===== config.mk =====
export PLATFORM = sky130hd
export DESIGN_NAME = dds_wavegen_mc_flat
export DESIGN_NICKNAME = d
export VERILOG_FILES = /design/src/rtl/dds_wavegen_mc_if.sv /design/src/rtl/dds_wavegen_mc.sv /design/src/flat_wrapper.sv
export SDC_FILE = /design/constraint.sdc
export NUM_CORES = 2
export LEC_CHECK = 0
export BUFFER_PORTS_ARGS = -buffer_cell sky130_fd_sc_hd__clkbuf_2
export CAP_MARGIN = 20
export CORE_MARGIN = 2
export CORE_UTILIZATION = 60
export DETAILED_ROUTE_END_ITERATION = 7
export PLACE_DENSITY = 0.77
export SYNTH_ARGS = -nofsm -noshare
export SYNTH_HDL_FRONTEND = slang
export SYNTH_SLANG_ARGS = --single-unit

===== constraint.sdc =====
create_clock -name clk -period 4.8 [get_ports clk]
set_input_delay 1.44 -clock clk [delete_from_list [all_inputs] [get_ports clk]]
set_output_delay 1.44 -clock clk [all_outputs]
set_load 0.02 [all_outputs]

===== src/rtl/dds_wavegen_mc_if.sv =====
// Shadow-register configuration bus for dds_wavegen_mc.
// One write port plus per-channel commit strobes.
interface dds_wavegen_mc_if #(
  parameter int CH_NUM = 2,
  parameter int CH_W   = 1
);
  logic              cfg_we;
  logic [CH_W-1:0]   cfg_ch;
  logic [2:0]        cfg_addr;
  logic [31:0]       cfg_wdata;
  logic [CH_NUM-1:0] cfg_commit;

  modport master (
    output cfg_we, cfg_ch, cfg_addr,
    output cfg_wdata, cfg_commit
  );
  modport slave (
    input cfg_we, cfg_ch, cfg_addr,
    input cfg_wdata, cfg_commit
  );
endinterface


===== src/rtl/dds_wavegen_mc.sv =====
// Multi-channel DDS: phase accumulators, waveform shaping,
// amplitude scaling and per-channel linear frequency sweep.
module dds_wavegen_mc #(
  parameter int CH_NUM  = 2,
  parameter int CH_W    = 1,
  parameter int PHASE_W = 24,
  parameter int DATA_W  = 10,
  parameter int AMP_W   = 8,
  parameter int OUT_W   = 14
) (
  input  logic                    clk,
  input  logic                    rst_n,
  input  logic                    en,
  input  logic                    sync_rst,
  dds_wavegen_mc_if.slave         cfg,
  output logic [CH_NUM*OUT_W-1:0] wav_out,
  output logic                    wav_valid,
  output logic [CH_NUM-1:0]       wrap,
  output logic [CH_NUM-1:0]       sweep_busy
);
  localparam int PW = DATA_W + AMP_W;
  localparam logic [DATA_W-1:0] HALF =
    {1'b1, {(DATA_W-1){1'b0}}};
  localparam logic [OUT_W-1:0] MID =
    {1'b1, {(OUT_W-1){1'b0}}};

  typedef struct packed {
    logic [1:0]         ctrl;
    logic [PHASE_W-1:0] fin;
    logic [PHASE_W-1:0] step;
    logic [AMP_W-1:0]   amp;
    logic [DATA_W-1:0]  duty;
    logic [1:0]         sel;
    logic [PHASE_W-1:0] ofs;
    logic [PHASE_W-1:0] freq;
  } regs_t;

  typedef enum logic [1:0] {
    IDLE,
    RUN,
    DONE
  } sweep_t;

  logic [2:0] vld_q;

  always_ff @(posedge clk or negedge rst_n) begin
    if (!rst_n) vld_q <= '0;
    else        vld_q <= {vld_q[1:0], en};
  end

  assign wav_valid = vld_q[2];

  for (genvar k = 0; k < CH_NUM; k++) begin : g_ch
    regs_t              sh_q;
    regs_t              sh_d;
    regs_t              act_q;
    sweep_t             st_q;
    sweep_t             st_d;
    logic [PHASE_W-1:0] inc_q;
    logic [PHASE_W-1:0] inc_d;
    logic [PHASE_W-1:0] acc_q;
    logic [PHASE_W-1:0] ph;
    logic [PHASE_W:0]   add;
    logic [PHASE_W:0]   sum;
    logic [DATA_W-1:0]  p_q;
    logic [DATA_W-1:0]  s_q;
    logic [DATA_W-1:0]  s_d;
    logic [DATA_W-1:0]  tp;
    logic [DATA_W-1:0]  tri_v;
    logic [PW-1:0]      prod;
    logic [OUT_W-1:0]   out_q;
    logic               hit;
    logic               commit;
    logic               wrap_q;
    logic               unused_bits;

    assign hit    = cfg.cfg_we && (cfg.cfg_ch == CH_W'(k));
    assign commit = cfg.cfg_commit[k];

    // A same-cycle write is folded in before the commit copy.
    always_comb begin
      sh_d = sh_q;
      if (hit) begin
        case (cfg.cfg_addr)
          3'd0:    sh_d.freq = cfg.cfg_wdata[PHASE_W-1:0];
          3'd1:    sh_d.ofs  = cfg.cfg_wdata[PHASE_W-1:0];
          3'd2:    sh_d.sel  = cfg.cfg_wdata[1:0];
          3'd3:    sh_d.duty = cfg.cfg_wdata[DATA_W-1:0];
          3'd4:    sh_d.amp  = cfg.cfg_wdata[AMP_W-1:0];
          3'd5:    sh_d.step = cfg.cfg_wdata[PHASE_W-1:0];
          3'd6:    sh_d.fin  = cfg.cfg_wdata[PHASE_W-1:0];
          default: sh_d.ctrl = cfg.cfg_wdata[1:0];
        endcase
      end
    end

    assign add = {1'b0, acc_q} + {1'b0, inc_q};
    assign sum = {1'b0, inc_q} + {1'b0, act_q.step};

    always_comb begin
      st_d  = st_q;
      inc_d = inc_q;
      if (commit) begin
        inc_d = sh_d.freq;
        st_d  = sh_d.ctrl[0] ? RUN : IDLE;
      end else if (st_q == RUN && wrap_q) begin
        if (sum >= {1'b0, act_q.fin}) begin
          inc_d = act_q.ctrl[1] ? act_q.freq : act_q.fin;
          st_d  = act_q.ctrl[1] ? RUN : DONE;
        end else begin
          inc_d = sum[PHASE_W-1:0];
        end
      end
    end

    always_ff @(posedge clk or negedge rst_n) begin
      if (!rst_n) begin
        sh_q   <= '0;
        act_q  <= '0;
        st_q   <= IDLE;
        inc_q  <= '0;
        acc_q  <= '0;
        wrap_q <= 1'b0;
      end else begin
        sh_q  <= sh_d;
        st_q  <= st_d;
        inc_q <= inc_d;
        if (commit) act_q <= sh_d;
        if (sync_rst)  acc_q <= '0;
        else if (en)   acc_q <= add[PHASE_W-1:0];
        wrap_q <= en && !sync_rst && add[PHASE_W];
      end
    end

    assign ph    = acc_q + act_q.ofs;
    assign tp    = {p_q[DATA_W-2:0], 1'b0};
    assign tri_v = p_q[DATA_W-1] ? ~tp : tp;

    always_comb begin
      s_d = '0;
      unique case (act_q.sel)
        2'd0:    s_d = p_q - HALF;
        2'd1:    s_d = tri_v - HALF;
        2'd2:    s_d = (p_q < act_q.duty) ? ~HALF : HALF;
        default: s_d = act_q.duty;
      endcase
    end

    // Sign-extended sample times zero-extended gain, mod 2^PW.
    assign prod = {{AMP_W{s_q[DATA_W-1]}}, s_q}
                * {{DATA_W{1'b0}}, act_q.amp};

    always_ff @(posedge clk or negedge rst_n) begin
      if (!rst_n) begin
        p_q   <= '0;
        s_q   <= '0;
        out_q <= MID;
      end else begin
        p_q   <= ph[PHASE_W-1 -: DATA_W];
        s_q   <= s_d;
        out_q <= prod[PW-1 -: OUT_W] ^ MID;
      end
    end

    assign unused_bits = ^{cfg.cfg_wdata, ph, prod};

    assign wav_out[k*OUT_W +: OUT_W] = out_q;
    assign wrap[k]                   = wrap_q;
    assign sweep_busy[k]             = (st_q == RUN);
  end
endmodule


===== src/flat_wrapper.sv =====
// flat-port wrapper written by rule: the top's interface ports become plain ports
module dds_wavegen_mc_flat 
#(
  parameter int CH_NUM  = 2,
  parameter int CH_W    = 1,
  parameter int PHASE_W = 24,
  parameter int DATA_W  = 10,
  parameter int AMP_W   = 8,
  parameter int OUT_W   = 14
)
  (clk, rst_n, en, sync_rst, wav_out, wav_valid, wrap, sweep_busy, cfg_cfg_we, cfg_cfg_ch, cfg_cfg_addr, cfg_cfg_wdata, cfg_cfg_commit);
  dds_wavegen_mc_if #(.CH_NUM(CH_NUM), .CH_W(CH_W)) cfg_i ();
  input  logic clk;
  input  logic rst_n;
  input  logic en;
  input  logic sync_rst;
  output logic [CH_NUM*OUT_W-1:0] wav_out;
  output logic wav_valid;
  output logic [CH_NUM-1:0] wrap;
  output logic [CH_NUM-1:0] sweep_busy;
  input wire logic [$bits(cfg_i.cfg_we)-1:0] cfg_cfg_we;
  input wire logic [$bits(cfg_i.cfg_ch)-1:0] cfg_cfg_ch;
  input wire logic [$bits(cfg_i.cfg_addr)-1:0] cfg_cfg_addr;
  input wire logic [$bits(cfg_i.cfg_wdata)-1:0] cfg_cfg_wdata;
  input wire logic [$bits(cfg_i.cfg_commit)-1:0] cfg_cfg_commit;
  assign cfg_i.cfg_we = cfg_cfg_we;
  assign cfg_i.cfg_ch = cfg_cfg_ch;
  assign cfg_i.cfg_addr = cfg_cfg_addr;
  assign cfg_i.cfg_wdata = cfg_cfg_wdata;
  assign cfg_i.cfg_commit = cfg_cfg_commit;
  dds_wavegen_mc #(.CH_NUM(CH_NUM), .CH_W(CH_W), .PHASE_W(PHASE_W), .DATA_W(DATA_W), .AMP_W(AMP_W), .OUT_W(OUT_W)) u_core (.clk(clk), .rst_n(rst_n), .en(en), .sync_rst(sync_rst), .cfg(cfg_i), .wav_out(wav_out), .wav_valid(wav_valid), .wrap(wrap), .sweep_busy(sweep_busy));
endmodule

== Word-level counts from Yosys, hierarchy flattened ==
Cells that the tools add are included.
Widths: inputs -> output; s select.
Word-level totals
  word-level logic and storage cells: 145
  register bits after elaboration: 645
Cells by class
  $add $sub $neg: 10
  bitwise operators: 5
  reduce and logical (&&, ||, !) cells: 19
  $mul: 2
  equality and inequality tests: 12
  order comparisons: 4
  muxes and demuxes: 46
Operator list (number)
  $mux 24: 20
  $mux 118: 2
  $add 24x24->25: 4
  $mux 10: 6
  $pmux 10 s3: 2
  $ge 25x24->1: 2
  $add 24x24->24: 2
  $sub 10x10->10 const B: 4
  $mul 10x9->18: 2
  $mux 2: 12
  $lt 10x10->1: 2
  $not 10->10: 2
  $mux 8: 2
  $reduce_bool 2->1: 5
  $eq 3x3->1 const B: 3
  $eq 2x1->1 const B: 4
  $logic_and 1x1->1: 7
  $reduce_or 7->1: 1
  $eq 3x2->1 const B: 2
  $eq 2x2->1 const B: 2
  $logic_not 2->1: 2
  $reduce_and 2->1: 2
  $eq 3x1->1 const B: 1
  $logic_not 3->1: 1
  3 further kinds: 6

== Longest topological paths before layout ==
  word-level depth: 6
  gate-level depth with buffers: 21
  gate-level depth less buffers: 20

== Worst setup path before layout ==
OpenSTA, ideal clock, no wires.
  path kind: reg-to-reg
  start: register u_core.g_ch[1].act_q[60] (netlist bit)
  end: register u_core.g_ch[1].out_q[9]
  arrival time: 4.376 ns
  path slack: 0.345 ns
  setup time: 0.080 ns
  path buffers: 1
  period minus slack after synthesis: 4.455 ns
  cell stages (with the launch flop): 20
  cell sequence: dfrtp_1 > clkbuf_1 > nand2_1 > fa_1 > fa_1 > inv_1 > ha_1 > inv_1 > fa_1 > inv_1 > ha_1 > a21o_1 > a21oi_1 > o21ai_0 > a211o_1 > a31oi_1 > nor2b_1 > o21ai_0 > nor2b_1 > xnor2_1
On the way
  word-level cells in the longest chain between the ends: 1
Ends and longest elaborated chain
  start, declared: RTL line dds_wavegen_mc.sv:56  | regs_t act_q;
  start signal, assigned: RTL line dds_wavegen_mc.sv:119  | act_q <= '0;
  start signal, assigned: RTL line dds_wavegen_mc.sv:128  | if (commit) act_q <= sh_d;
  $mul 10x9->18: RTL line dds_wavegen_mc.sv:151  | * {{DATA_W{1'b0}}, act_q.amp};
  named net u_core.g_ch[1].prod[13]: RTL line dds_wavegen_mc.sv:70  | logic [PW-1:0] prod;
  end signal, assigned: RTL line dds_wavegen_mc.sv:161  | out_q <= prod[PW-1 -: OUT_W] ^ MID;
  end, declared: RTL line dds_wavegen_mc.sv:71  | logic [OUT_W-1:0] out_q;
The timed path passes the listed nets, and every way through them passes these cells.
A chain may end at the register's enable or synchronous reset.

== Worst setup path after layout ==
  start: register u_core.g_ch[1].act_q[68] (netlist bit)
  end: register u_core.g_ch[1].inc_q[1]
On the way
  word-level cells in the longest chain between the ends: 5
Ends and longest elaborated chain
  $add 24x24->25 (*): RTL line dds_wavegen_mc.sv:98  | assign sum = {1'b0, inc_q} + {1'b0, act_q.step};
  $ge 25x24->1: RTL line dds_wavegen_mc.sv:107  | if (sum >= {1'b0, act_q.fin}) begin
  $mux 24 (*): RTL line dds_wavegen_mc.sv:107
  $mux 24 (*): RTL line dds_wavegen_mc.sv:106  | end else if (st_q == RUN && wrap_q) begin
  $mux 24 (*): RTL line dds_wavegen_mc.sv:103  | if (commit) begin
  end signal, assigned: RTL line dds_wavegen_mc.sv:127  | inc_q <= inc_d;
  end, declared: RTL line dds_wavegen_mc.sv:59  | logic [PHASE_W-1:0] inc_q;
Mark *: on every way between the ends. The rest lies on a longest branch, timed or not. The select of a mux whose other input is x is not followed.

==> flow_summary.toml <==
[run_status]
status = "complete, no violations"

[cts]
cts_tree = "done"
clkTransAtPathRegs_ps = 60
holdBufCountCts = 0
cts_buffers = 70
root_buffer = "clkbuf_16"
clk_path_buf_depth = 3
tritoncts_num_sinks = 643
cts_max_level = 3
clk-insertion-delay-late_ps = 620

[grt]
groute.usage.overall_pct = 27.5
grt_pass1_wl_um = 140000
antenna_found_initial = 2
overflow = 0
first_global_vias = 26400
grt_max_degree = 136

[timing]
slew_headroom_pct = 18.5
fmax_ghz = 0.210
report.final.slew_viol_count = 0
setup_slack_ps = 27.2
period_needed_ps = 4770
finalCritPeriodShare_pct = 99.4
setup_viol = 0
rsz0062_at_grt = "yes"
finalHoldViolations = 0
tightest_slew_ps = 1220
skew_ps = 19.4

[worst_hold_path]
hp-class = "flop to flop"
holdPathStages = 0
worstHoldStart = "u_core.vld_q[1]$_DFF_PN0_"

[job]
drv_cap = 0

[floorplanning]
ios = 76
dieHeight_um = 255
die_x_um = 255
die-area_um2 = 64900
coreArea_um2 = 61900
start_util_pct = 60.9
rows = 91

[place]
pre_cts_ws_ps = -214
io_buffer_count = 67
placed_cells = 4346
routabilityCongestion = 0.903
placed_area_um2 = 39300
hpwl_um = 59500

[synthesis]
synthArstFlopShare_pct = 100
ys_top_cells_by_area = "dfrtp_1, mux2_2, ha_1"
ys_ff_latch = 643
yosys_warnings = 0
synth_top_area_cell = "dfrtp_1"
synthDominantCellAreaShare_pct = 42.5
syn_avg_cell_area_um2 = 10.8
yosysMostFrequentCell = "dfrtp_1"
netlist_area_um2 = 37700
synth.distinct_cells = 78
synthCells = 3501
ys_seq_area_share_pct = 42.7
synth_edf_count = 0
ys_top_cells_by_count = "dfrtp_1, mux2_2, inv_1"
syn-num-nets = 3946
ys.flop_type = "dfrtp_1"

[detailed_routing]
drt_wl_total_um = 87500
wl_per_cell_um = 19.5
vias = 26200
ant_nets = 0
drt_iter0_drc = 1764
dr.pass1.iters = 7
viasPerCell = 5.84
drc = 0

[setup_path]
crit_type = "flop to flop"
cp_common_cell = "a21oi_2"
crit_slowest_cell = "dfrtp_1"
crit_path_start = "u_core.g_ch[1].act_q[68]$_DFFE_PN0P_"
timing.rr.end = "u_core.g_ch[1].inc_q[1]$_DFFE_PN0P_"
slowest_delay_ps = 410
arrival_ps = 5260
endpoint_kind = "flop"
critPathMaxFanout = 6
cp-start-kind = "flop"
reg2reg_slack_ps = 30
critPathRequiredTime_ps = 5290
r2r_start = "u_core.g_ch[1].act_q[68]$_DFFE_PN0P_"
cp_cell_sequence = "ha_4, fa_2, a211oi_4, o211ai_2, a311oi_2, buf_4, o31ai_4, a21oi_2, o21bai_1, a21oi_2, xnor2_1, ha_1, a21oi_2, nor2b_2, a2111oi_4, buf_4, o211ai_1, o21ai_2, o21ai_4, clkbuf_16, nor2_2, a211oi_1, a221o_1"
ff2ff_path_depth = 23
crit_path_end = "u_core.g_ch[1].inc_q[1]$_DFFE_PN0P_"

[cells_and_area]
area_growth_pct = 11.6
register_area_um2 = 16100
finalInstanceArea_um2 = 42100
drive_above_1_share_pct = 18.9
fillerInstances = 4663
final_nets = 4036
multi_input_area_um2 = 20100
instances_no_fill = 4486

[power_and_ir_drop]
peakVddDrop_uv = 919
p_total_mw = 34.2
p_leak_nw = 20.1
p_per_area_nw_per_um2 = 813
==> flip-flops by register name, indices dropped and copies added (netlist names) <==
register            flops
u_core.g_ch.s_q        20
u_core.g_ch.acc_q      48
u_core.g_ch.act_q     234
u_core.g_ch.p_q        20
u_core.g_ch.inc_q      48
u_core.vld_q            3
u_core.g_ch.st_q        4
u_core.g_ch.wrap_q      2
u_core.g_ch.out_q      28
u_core.g_ch.sh_q      236
==> worst min-delay path by stage <==
stage	end
detailed placement	u_core.vld_q[2]$_DFF_PN0_
global placement	u_core.vld_q[1]$_DFF_PN0_
CTS	u_core.vld_q[2]$_DFF_PN0_
global route	u_core.vld_q[1]$_DFF_PN0_
floorplan	u_core.vld_q[1]$_DFF_PN0_
finish	u_core.vld_q[2]$_DFF_PN0_
==> final cells by class <==
class,count,share of cell area (%)
timing repair buffer,155,2.84
antenna,1,0.00595
sequential,643,38.3
tap,837,2.49
inverter,332,2.96
clock inverter,29,0.832
multi-input combinational,2389,47.7
clock buffer,100,4.89
==> kinds of logic after synthesis <==
kind of cell,after synthesis,share of synthesized area [%]
and+or+nand+nor,738,9.33
AOI/OAI and AO/OA,679,11.5
DFF,643,42.7
buffers and inverters,469,4.76
muxes,426,12.4
adders and majority gates,402,16.0
xor gates and xnor gates,144,3.34
==> timing repair <==
item | 4_1_cts | 5_1_grt
pin swaps | 3 | 24
buffers inserted | 0 | 8
cloned | 0 | 2
gates resized for setup | 2 | 69
setup endpoints to repair | 26 | 60
==> per-layer routing <==
metal | GRT usage (%) | wire [µm] | part of all wire (%)
met3 | 4.02 | 4740 | 5.4
met4 | 7.84 | 1690 | 1.9
met5 | 0 | 13 | 0.015
met2 | 44.3 | 41400 | 47
met1 | 39.0 | 39700 | 45
==> per-stage QoR <==
stage,setup TNS (ps),hold WS (ps),util (%)
after global routing,-2640,365,67.9
after global placement,-1500,333,63.5
after CTS,0,349,67.4
after detailed placement,-3280,336,63.5
final,0,357,68.0
after floorplan,0,331,-
==> where the power goes <==
group          internal [mW]  switching, mW  leakage, nW
logic                   9.50           11.0         11.0
registers               7.10           1.05         7.94
clock network           3.38           2.23         1.17
==> cell usage in the layout (no fill, tap or decap), drive strengths merged, types with 132 or more instances in the layout <==
master | netlist | layout
fa | 132 | 132
a21oi | 147 | 147
ha | 270 | 270
dfrtp | 641 | 641
mux2 | 339 | 339
nand2 | 276 | 276
nor2 | 163 | 163
o21ai | 223 | 223
inv | 332 | 336
clkbuf | 117 | 166
==> worst max-delay path: cells and delay by family (launching register included) <==
kind            cells  cell delay, ps
buf+inv             3             560
simple gates        2             140
compound gates     14            2450
flops               1             410
xor+xnor            1             170
fa+ha+maj           3             900
Power figures use the tool's default switching activity.
